===== src/rtl/instr_encoder_loader.sv =====
// Symbolic-op to RV32I encoder that streams legal words into instruction memory.
// One registered imem write per accepted legal beat; illegal beats only raise err.
module instr_encoder_loader #(
  parameter int DEPTH     = 256,
  parameter int ADDR_W    = 8,
  parameter int BASE_ADDR = 0
) (
  input  logic              clk,
  input  logic              rst_n,
  input  logic              start,
  input  logic              finish,
  input  logic              in_valid,
  output logic              in_ready,
  input  logic [3:0]        in_op,
  input  logic [4:0]        in_rd,
  input  logic [4:0]        in_rs1,
  input  logic [4:0]        in_rs2,
  input  logic [20:0]       in_imm,
  output logic              imem_we,
  output logic [ADDR_W-1:0] imem_addr,
  output logic [31:0]       imem_wdata,
  output logic              busy,
  output logic              done,
  output logic              err,
  output logic [ADDR_W:0]   count
);

  localparam logic [1:0] ST_IDLE = 2'd0;
  localparam logic [1:0] ST_LOAD = 2'd1;
  localparam logic [1:0] ST_DONE = 2'd2;

  localparam logic [ADDR_W-1:0] BASE  = ADDR_W'(BASE_ADDR);
  localparam logic [ADDR_W:0]   LIMIT = (ADDR_W+1)'(DEPTH);

  logic [1:0]        state;
  logic [ADDR_W-1:0] ptr;
  logic [31:0]       enc_word;
  logic              enc_legal;
  logic              fits_i;
  logic              fits_b;
  logic              accept;
  logic [ADDR_W:0]   count_inc;

  assign busy      = (state == ST_LOAD);
  assign done      = (state == ST_DONE);
  assign in_ready  = busy;
  assign accept    = in_valid & busy;
  assign count_inc = count + (ADDR_W+1)'(1);

  always_comb begin
    fits_i = ($signed(in_imm) >= -21'sd2048) && ($signed(in_imm) <= 21'sd2047);
    fits_b = ($signed(in_imm) >= -21'sd4096) && ($signed(in_imm) <= 21'sd4094) && !in_imm[0];
    enc_word  = 32'd0;
    enc_legal = 1'b1;
    case (in_op)
      4'd0: enc_word = {7'b0000000, in_rs2, in_rs1, 3'b000, in_rd, 7'b0110011};
      4'd1: enc_word = {7'b0100000, in_rs2, in_rs1, 3'b000, in_rd, 7'b0110011};
      4'd2: enc_word = {7'b0000000, in_rs2, in_rs1, 3'b111, in_rd, 7'b0110011};
      4'd3: enc_word = {7'b0000000, in_rs2, in_rs1, 3'b110, in_rd, 7'b0110011};
      4'd4: begin
        enc_word  = {in_imm[11:0], in_rs1, 3'b000, in_rd, 7'b0010011};
        enc_legal = fits_i;
      end
      4'd5: begin
        enc_word  = {in_imm[11:0], in_rs1, 3'b010, in_rd, 7'b0000011};
        enc_legal = fits_i;
      end
      4'd6: begin
        enc_word  = {in_imm[11:5], in_rs2, in_rs1, 3'b010, in_imm[4:0], 7'b0100011};
        enc_legal = fits_i;
      end
      4'd7: begin
        enc_word  = {in_imm[12], in_imm[10:5], in_rs2, in_rs1, 3'b000,
                     in_imm[4:1], in_imm[11], 7'b1100011};
        enc_legal = fits_b;
      end
      4'd8: begin
        // Full 21-bit range is encodable; only alignment can fail.
        enc_word  = {in_imm[20], in_imm[10:1], in_imm[11], in_imm[19:12], in_rd, 7'b1101111};
        enc_legal = !in_imm[0];
      end
      4'd9: begin
        enc_word  = {in_imm[11:0], in_rs1, 3'b000, in_rd, 7'b1100111};
        enc_legal = fits_i;
      end
      default: begin
        enc_word  = 32'd0;
        enc_legal = 1'b0;
      end
    endcase
  end

  always_ff @(posedge clk or negedge rst_n) begin
    if (!rst_n) begin
      state      <= ST_IDLE;
      ptr        <= BASE;
      imem_we    <= 1'b0;
      imem_addr  <= BASE;
      imem_wdata <= 32'd0;
      err        <= 1'b0;
      count      <= '0;
    end else begin
      imem_we <= 1'b0;
      case (state)
        ST_IDLE, ST_DONE: begin
          if (start) begin
            state <= ST_LOAD;
            ptr   <= BASE;
            err   <= 1'b0;
            count <= '0;
          end
        end
        ST_LOAD: begin
          if (accept && enc_legal) begin
            imem_we    <= 1'b1;
            imem_addr  <= ptr;
            imem_wdata <= enc_word;
            ptr        <= ptr + ADDR_W'(1);
            count      <= count_inc;
          end
          if (accept && !enc_legal) begin
            err <= 1'b1;
          end
          // A beat arriving with finish, or filling the last slot, is written first.
          if (finish || (accept && enc_legal && (count_inc == LIMIT))) begin
            state <= ST_DONE;
          end
        end
        default: state <= ST_IDLE;
      endcase
    end
  end

endmodule


===== config.mk =====
export PLATFORM = sky130hd
export DESIGN_NAME = instr_encoder_loader
export DESIGN_NICKNAME = d
export VERILOG_FILES = /design/src/rtl/instr_encoder_loader.sv
export SDC_FILE = /design/constraint.sdc
export NUM_CORES = 1
export LEC_CHECK = 0
export BUFFER_PORTS_ARGS = -buffer_cell sky130_fd_sc_hd__buf_4
export CAP_MARGIN = 0
export CORE_ASPECT_RATIO = 0.5
export CORE_MARGIN = 5
export CORE_UTILIZATION = 30
export CTS_CLUSTER_SIZE = 12
export DETAILED_ROUTE_END_ITERATION = 6
export PLACE_DENSITY_LB_ADDON = 0.05
export SLEW_MARGIN = 20
export SYNTH_ARGS = -nofsm -noshare
export SYNTH_HDL_FRONTEND = slang
export SYNTH_SLANG_ARGS = --single-unit

===== constraint.sdc =====
create_clock -name clk -period 1.7 [get_ports clk]
set_clock_uncertainty 0.05 [all_clocks]
set_input_delay 0.085 -clock clk [delete_from_list [all_inputs] [get_ports clk]]
set_output_delay 0.085 -clock clk [all_outputs]
set_load 0.05 [all_outputs]

Word-level counts from Yosys, hierarchy flattened
Cells that the tools add are included.

cells by class
  add/subtract/negate cells = 2
  $lt $le $gt $ge = 4
  equal/unequal tests = 16
  mux-type cells = 16
  bitwise gates (word level) = 1
  reduce and logical (&&, ||, !) cells = 19

operator list
  operator              count
  $pmux 32 s10          1
  $ge 21x12->1 const B  1
  $ge 21x13->1 const B  1
  $le 21x12->1 const B  1
  $le 21x13->1 const B  1
  $mux 9                2
  $pmux 9 s2            1
  $eq 4x3->1 const B    4
  $mux 8                2
  $pmux 8 s2            1
  $add 9x1->9 const B   1
  $eq 9x9->1 const B    1
  $add 8x1->8 const B   1
  $eq 4x2->1 const B    2
  $eq 4x4->1 const B    2
  $reduce_or 4->1       2
  $logic_and 1x1->1     6
  $ne 2x1->1 const B    3
  $reduce_and 3->1      2
  $eq 4x1->1 const B    1
  $logic_not 4->1       1
  $mux 1                4
  $mux 2                2
  $pmux 1 s4            1
  12 further kinds      14

word-level totals
  bits in registers = 61
  input port bits = 45
  output and inout port bits = 54
  logic and storage cells = 65

Logic depth before layout (Yosys ltp)
Gate-level depths: netlist of the first run.

  word-level depth = 9
  mapped depth = 10
  mapped depth without buffers = 7

Worst setup path after synthesis of the first run
No wires, ideal clock.

  path type = reg-to-reg
  start point = register state[0]
  end point = register imem_addr[0]
  setup time = 66 ps
  data arrival time = 2121 ps
  required time = 1584 ps
  slack = -538 ps
  stages on the path, launching flop included = 9
  cells stage by stage = dfrtp_1 -> nand2b_1 -> clkinv_1 -> nand2_1 -> a31o_2 -> clkbuf_1 -> clkbuf_1 -> nand2_1 -> nand2_1

between the ends
  cells in the longest elaborated chain, start to end = 4

RTL lines
  element                                line  source
  start, declared                        35    logic [1:0] state;
  start signal, assigned                 95    state <= ST_IDLE;
  start signal, assigned                 107   state <= ST_LOAD;
  start signal, assigned                 126   state <= ST_DONE;
  $eq 2x1->1 (*)                         44    assign busy = (state == ST_LOAD);
  net busy                               22    output logic busy,
  $and 1x1->1                            47    assign accept = in_valid & busy;
  $logic_and 1x1->1                      114   if (accept && enc_legal) begin
  $reduce_and 2->1 (no source line) (*)  n/a
  end signal, assigned                   116   imem_addr <= ptr;
  end, declared                          20    output logic [ADDR_W-1:0] imem_addr,

Mark *: on every way through the listed nets, which the timed path passes. The rest lies on a longest branch.
A chain may end at the register's enable or synchronous reset.

Worst setup path after layout of the first run
  start point = register count[0]
  end point = register state[1]

between the ends
  cells in the longest elaborated chain, start to end = 6

RTL lines
  element                            line  source
  start, declared                    25    output logic [ADDR_W:0] count
  start signal, assigned             119   count <= count_inc;
  $add 9x1->9                        48    assign count_inc = count + (ADDR_W+1)'(1);
  $eq 9x9->1                         125   if (finish || (accept && enc_legal && (count_inc == LIMIT))) begin
  $logic_and 1x1->1                  125
  $logic_or 1x1->1                   125
  $ne 2x1->1 (no source line)        n/a
  $reduce_and 2->1 (no source line)  n/a
  end signal, assigned               107
  end signal, assigned               126
  end signal, assigned               129   default: state <= ST_IDLE;

No other way between the ends.

==> summary.md, run 1 <==
| Metric | Value |
|---|---|
| Run status | complete, but fails checks |
| Violated checks | setup timing |
| Drt pass-1 iters | 4 |
| Yosys top cell area share | 49.8% |
| Number of synthesis warnings | 0 |
| DR vias | 3063 |
| # clock sinks | 60 |
| Antenna violations before repair | 0 |
| Async SR Flop Fraction | 100% |
| CP max FO | 4 |
| Top-count cell post-synth | nand2_1 |
| Routed WL | 9.48 mm |
| Filler cell count | 945 |
| Setup CP Type | reg2reg |
| Compound-cell area share of the yosys netlist | approximately 18% |
| Setup tns final | -0.179 ns |
| Reg clk slew, reported paths | 0.05 ns |
| Routed len/inst | 15.1 um |
| Max_slew headroom | roughly a third |
| Post-synth top cells | nand2_1, dfrtp_1, nor2_1, o21ai_0, nand3_1 |
| Main combinational cell family by area after synthesis | simple AND/OR/NAND/NOR gates |
| Hpwl dp | approximately 6.9 mm |
| Antenna Nets Post-Route | 0 |
| Slew Limit Fails | 0 |
| Synthesized area per cell | 9.06 um^2 |
| Leading area contributor after synthesis | dfrtp_1 |
| Worst Setup End Kind | register |
| Starting Density | a little under a third |
| GRT overflow | 0 |
| CP Buf/Inv Count | 1 |
| Slowest cell delay on critical path | 0.44 ns |
| Area of the multi-input gates | 1500 um^2 |
| Max H-tree Level | 3 |
| Die X | ~150 um |
| Syn Nets | 381 |
| Sequential share of the synthesized area | 49.8% |
| Vias in the first global route | between 3000 and 4000 |
| Post-synthesis simple-gate area fraction | 23.7% |
| Via/cell ratio | around 5 |
| CP arrival | 1.89 ns |
| CTS buffer count | 9 |
| Post-route worst setup slack | -0.0347 ns |
| Delay-heaviest family, CP | simple AND/OR/NAND/NOR gates |
| Synthesized cell area | ~3000 um^2 |
| Layout cells sized above 1 | between 30% and 40% |
| Antenna cells | 0 |
| RSZ-0062 raised after global routing | yes |
| Nets | 538 |
| Clk root buf | clkbuf_16 |
| GRT Overall Usage | ~16% |
| I/O Pins | 99 |
| Worst vdd ir | 1.33 mV |
| Row cnt | 25 |
| Cell count after synthesis | 333 |
| DRT iter0 DRCs | 120 |
| Height of the die | slightly above 80 um |
| Distinct cells, synth | 51 |
| CP Launch Type | register |
| Cells along the critical path | buf_4 > nand3_2 > or2_2 > xor2_1 > nand4_1 > nor3_2 > a221o_1 |
| Number of flops mapped to enable cells by yosys | 0 |
| FF+latch count, synth | 60 |
| Data required, critical path | 1.86 ns |
| Largest net degree at the start of global routing | 56 |
| Period minus WS final | 1.73 ns |
| Placed Instance Area | about 4300 um^2 |
| Leakage power | 2.37 nW |
| Total of max-cap violations | 0 |
| Core Box Area | 9630 um^2 |
| Max clock buf depth | 2 |
| Die area | 12300 um^2 |
| Synth area leaders | dfrtp_1, nand2_1, nor2_1, o21ai_0, nand3_1 |
| Final instance area | 4900 um^2 |
| Area grow syn2layout | 62.5% |
| Post-synthesis xor/xnor area fraction | roughly 1.2% |
| Multiplexer share of the synthesized area | 1.74% |
| Post-synthesis adder-cell area fraction | 1.24% |
| Post-synth top flop | dfrtp_1 |
| Seq. cell area | 1510 um^2 |
| Tightest Hold Check Type | in2reg |
| CTS tree | done |
| Final hold violations | 0 |
| Crit-path slowest cell | dfrtp_4 |
| First-pass GRT wire length | 15.9 mm |
| Power Density | approximately 1400 nW/um^2 |
| Slew @ Worst Pin | a little over 1 ns |
| Clock latency on the worst-skew pair | 0.32 ns |
| Period utilization | 102% |
| # port buffers | 98 |
| Drt drc | 0 |
| Fmax | 0.576 GHz |
| Final Wtd Congestion | 0.832 |
| Final setup vio count | 8 |
## worst paths after layout
check	to	depth (start not counted)	start	slack (ns)
hold / removal	imem_wdata[8]	3	in_imm[1]	0.0007
max in group asynchronous	imem_wdata[5]	3	rst_n	0.73
min in group asynchronous	count[4]	2	rst_n	0.31
setup reg to reg	state[1]	7	count[0]	-0.03
setup / recovery	state[1]	7	count[0]	-0.03
hold reg to reg	imem_wdata[26]	2	imem_wdata[26]	0.42
## cell families after synthesis
logic type | count (synthesis)
adders and majority gates | 3
muxes | 5
xor gates and xnor gates | 4
buffers and inverters | 29
and+or+nand+nor | 155
AOI/OAI and AO/OA | 77
DFF | 60
## worst reg2reg max path: stages (launching register included)
cell	delay, ns
dfrtp_4	0.44
buf_4	0.13
nand3_2	0.08
or2_2	0.32
xor2_1	0.14
nand4_1	0.13
nor3_2	0.07
a221o_1	0.27
## metrics by stage
stage | instances | setup WS [ns] | hold WS (ns) | util [%] | total power [mW]
after floorplan | 333 | -0.100 | -0.261 | - | 3.67
after global placement | 593 | -0.351 | 0.133 | 44.6 | 4.60
after detailed placement | 593 | -0.424 | 0.155 | 44.6 | 4.63
after CTS | 629 | -0.0268 | 0.000618 | 50.4 | 6.84
after global routing | 630 | -0.161 | 0.0137 | 50.9 | 7.12
final | 630 | -0.0347 | 0.000718 | 50.9 | 6.78
## power breakdown
group          internal, mW  switching [mW]
combinational         0.862            1.79
clock                  1.47           0.660
sequential             1.77           0.231
total                  4.10            2.68
## registers in the layout (all words and copies together) (netlist names)
register    count
err             1
imem_we         1
count           9
imem_wdata     31
state           2
imem_addr       8
ptr             8
## cell usage in the layout, fill, tap and decap left out, types with 3 or more instances in the layout
master	netlist	layout
o21ai_0	18	17
a21oi_1	7	7
buf_4	5	146
nor2_1	28	27
mux2i_1	3	3
nand3_1	17	16
a221oi_2	0	9
a21o_1	4	4
nand2b_1	6	5
dfrtp_2	0	5
o21a_1	4	4
xor2_1	3	3
a22o_1	3	3
o31ai_1	7	7
or3_1	4	4
bufinv_16	0	3
a31oi_1	3	3
o211ai_1	3	3
nor3_1	6	5
nand4_1	8	8
inv_1	6	5
nand2_1	68	67
a22oi_1	5	5
buf_12	0	3
dfrtp_1	60	54
nor2b_1	5	5
clkbuf_16	0	9
dlygate4sd3_1	0	19
## layer usage
metal	global-route usage (%)	wire length [um]	vias to the layer above
li1	-	-	1511
met1	21.0	4520	1476
met2	25.8	4410	72
met3	5.85	520	4
met4	3.50	27	0
met5	0	0	-
## repair_timing
action / CTS / global route
endpoints found under the hold margin: 69 / 0
buffers inserted: 1 / 1
endpoints found under the setup margin: 27 / 38
hold buffers: 19 / 0
resized for setup: 3 / 8
pin swaps: 0 / 0
## area by class of cell
class                   count  share of cell area (%)
flip-flops and latches     60                    30.8
multi-input cells         244                    30.5
repair buffers            168                    27.4
clock buffers              10                    4.87
well taps                 135                    3.44
clock inverters             6                    2.27
inverters                   7                   0.638
Power figures use the tool's default switching activity.
==> inputs of run 2 (changes only) <==
--- a/config.mk
+++ b/config.mk
@@ -17,3 +17,4 @@
 export SYNTH_ARGS = -nofsm -noshare
 export SYNTH_HDL_FRONTEND = slang
 export SYNTH_SLANG_ARGS = --single-unit
+export TNS_END_PERCENT = 1
==> constraint.sdc (replaced) <==
create_clock -name clk -period 2 [get_ports clk]
set_clock_uncertainty 0.05 [all_clocks]
set_input_delay 0.1 -clock clk [delete_from_list [all_inputs] [get_ports clk]]
set_output_delay 0.1 -clock clk [all_outputs]
set_load 0.05 [all_outputs]
==> summary.md, run 2 (same netlist as run 1, synthesis figures left out) <==
| Metric | Value |
|---|---|
| Largest regs | imem_wdata x31, count x9 |
| Tightest Hold Check Type | in2reg |
| Filler cell count | 941 (-0.42%) |
| # port buffers | 98 (unchanged) |
| Via/cell ratio | 4.90 (+0.79%) |
| RSZ-0062 raised after global routing | no |
| Final Wtd Congestion | 0.833 (about the same) |
| Core Box Area | 9630 um^2 (unchanged) |
| Routed WL | 9.20 mm (-2.9%) |
| DRT iter0 DRCs | 117 (-2.5%) |
| Slew @ Worst Pin | 0.807 ns (-0.198 ns) |
| CP max FO | 5 (+1) |
| Clk root buf | clkbuf_16 |
| CTS tree | done |
| Drt pass-1 iters | 4 (unchanged) |
| Non-Filler Instances | 611 (-3.0%) |
| Seq. cell area | 1500 um^2 (-0.66%) |
| # clock sinks | 60 (unchanged) |
| Final setup vio count | 0 (-8) |
| Setup tns final | 0 ns (+0.179 ns) |
| Vias in the first global route | 3069 (-3.2%) |
| CP Buf/Inv Count | 0 (-1) |
| Antenna cells | 0 (unchanged) |
| Critical Path Most Common Cell | nand4_1 |
| First-pass GRT wire length | 15.2 mm (-4.2%) |
| Placed cells | 576 (-2.9%) |
| Slowest cell delay on critical path | 0.41 ns (-0.03 ns) |
| Worst vdd ir | 0.668 mV (-50%) |
| Number of flip-flops in the largest register | 31 (unchanged) |
| Run status | finished, final reports clean |
| CP arrival | 2.00 ns (+0.11 ns) |
| Most common cell after layout, fill and taps aside | buf_4 |
| Worst Setup End Kind | register |
| Period utilization | 91.6% (-10 points) |
| Routed len/inst | 15.1 um (about the same) |
| Area grow syn2layout | 53.9% |
| Power Density | 1250 nW/um^2 (-9.2%) |
| Hpwl dp | 6.74 mm (-2.9%) |
| Setup CP Type | reg2reg |
| Starting Density | 31.3% (unchanged) |
| GRT overflow | 0 (unchanged) |
| Reg clk slew, reported paths | 0.06 ns (about the same) |
| Area of the multi-input gates | 1380 um^2 (-7.5%) |
| Largest net degree at the start of global routing | 61 (+8.9%) |
| Antenna Nets Post-Route | 0 (unchanged) |
| Fmax | 0.546 GHz (-5.3%) |
| Data required, critical path | 2.17 ns (+0.31 ns) |
| Drt drc | 0 (unchanged) |
| Max_slew headroom | 46.2% (+14 points) |
| Nets | 519 (-3.5%) |
| Top reg by flops | imem_wdata |
| # Post-CTS Setup Buffers | 0 (-1) |
| Die area | 12300 um^2 (unchanged) |
| Max clock buf depth | 2 (unchanged) |
| Clock latency on the worst-skew pair | 0.33 ns (about the same) |
| Final hold violations | 0 (unchanged) |
| Height of the die | 80.9 um (unchanged) |
| Layout cells sized above 1 | 32.1% (-7.7 points) |
| GRT Overall Usage | 15.4% (-0.63 points) |
| Total of max-cap violations | 0 (unchanged) |
| Delay-heaviest family, CP | simple AND/OR/NAND/NOR gates |
| Hold WS | 0.00509 ns (+0.00437 ns) |
| Die X | 152 um (unchanged) |
| Period minus WS final | 1.83 ns (+0.0975 ns) |
| Max H-tree Level | 3 (unchanged) |
| Antenna violations before repair | 0 (unchanged) |
| Crit-path slowest cell | dfrtp_1 |
| DR vias | 2994 (-2.3%) |
| Slew Limit Fails | 0 (unchanged) |
| Cells along the critical path | ha_1 > and2_1 > nand4_1 > xor2_1 > nand4_1 > nor3_2 > a221o_1 |
| Row cnt | 25 (unchanged) |
| CP Launch Type | register |
| I/O Pins | 99 (unchanged) |
| Most frequent cells in the layout | buf_4, nand2_1, dfrtp_1, nor2_1, dlygate4sd3_1 |
| Leakage power | 2.26 nW (-4.7%) |
| CTS buffer count | 9 (unchanged) |
run 2: cell types whose count changed in the layout (fill, tap and decap cells not counted), moves of 2 or more:
cell      previous run  this run
buf_4              146       128
a221oi_1             0         9
a221oi_2             9         0
dfrtp_1             54        60
dfrtp_2              5         0
nor4_1               1         3
nor4_2               2         0
run 2: path summary, 6_finish.rpt:
kind                       slack (ns)            from  cells after the start              to
min reg2reg                      0.42  imem_wdata[25]                      2  imem_wdata[25]
min in group asynchronous        0.33           rst_n                      2        count[2]
max reg2reg                      0.17        count[0]                      7        state[1]
max in group asynchronous        1.01           rst_n                      2  imem_wdata[19]
min                             0.005       in_rs2[2]                      3  imem_wdata[22]
max                              0.17        count[0]                      7        state[1]
run 2: cell type report:
| type | instances | area share (%) |
|---|---|---|
| clock buffers | 9 | 4.85 |
| inverters | 7 | 0.593 |
| flip-flops and latches | 60 | 32.3 |
| clock inverters | 7 | 3.15 |
| multi-input cells | 244 | 29.8 |
| repair buffers | 149 | 25.6 |
| well taps | 135 | 3.64 |
run 2: worst reg2reg max path: cells and delay by family (launching register included):
| kind | cells | cell delay [ns] |
|---|---|---|
| adder cells (fa/ha/maj) | 1 | 0.25 |
| flip-flops | 1 | 0.41 |
| AO/OA/AOI/OAI | 1 | 0.26 |
| AND/OR/NAND/NOR | 4 | 0.56 |
| XOR/XNOR | 1 | 0.18 |
run 2: power by group:
| group | switching [mW] | internal (mW) | total (mW) |
|---|---|---|---|
| Combinational | 1.49 | 0.685 | 2.18 |
| Clock | 0.602 | 1.35 | 1.95 |
| Sequential | 0.195 | 1.50 | 1.69 |
run 2: timing repair:
action	4_1_cts	5_1_grt
resized for setup	0	1
endpoints found under the hold margin	75	0
hold buffers	19	0
endpoints found under the setup margin	0	2
run 2: layer usage:
metal  global-route usage [%]  share of wire (%)  vias up  routed length [um]
li1                         -                  -     1463                   -
met1                     19.6                 46     1428                4250
met4                     4.04                1.1        0                 105
met2                     25.4                 47       92                4290
met5                        0                  0        -                   0
met3                     5.38                6.1       11                 564
run 2: per-stage QoR:
step                      power [mW]  util [%]  instance area [um^2]  setup WS (ns)
final                           5.82      48.2                  4640          0.168
after floorplan                 3.08         -                  3020        -0.0756
after CTS                       5.89      48.2                  4640          0.139
after global routing            6.07      48.2                  4640        0.00749
after global placement          3.86      42.3                  4080        -0.0590
after detailed placement        3.88      42.3                  4080        -0.0865
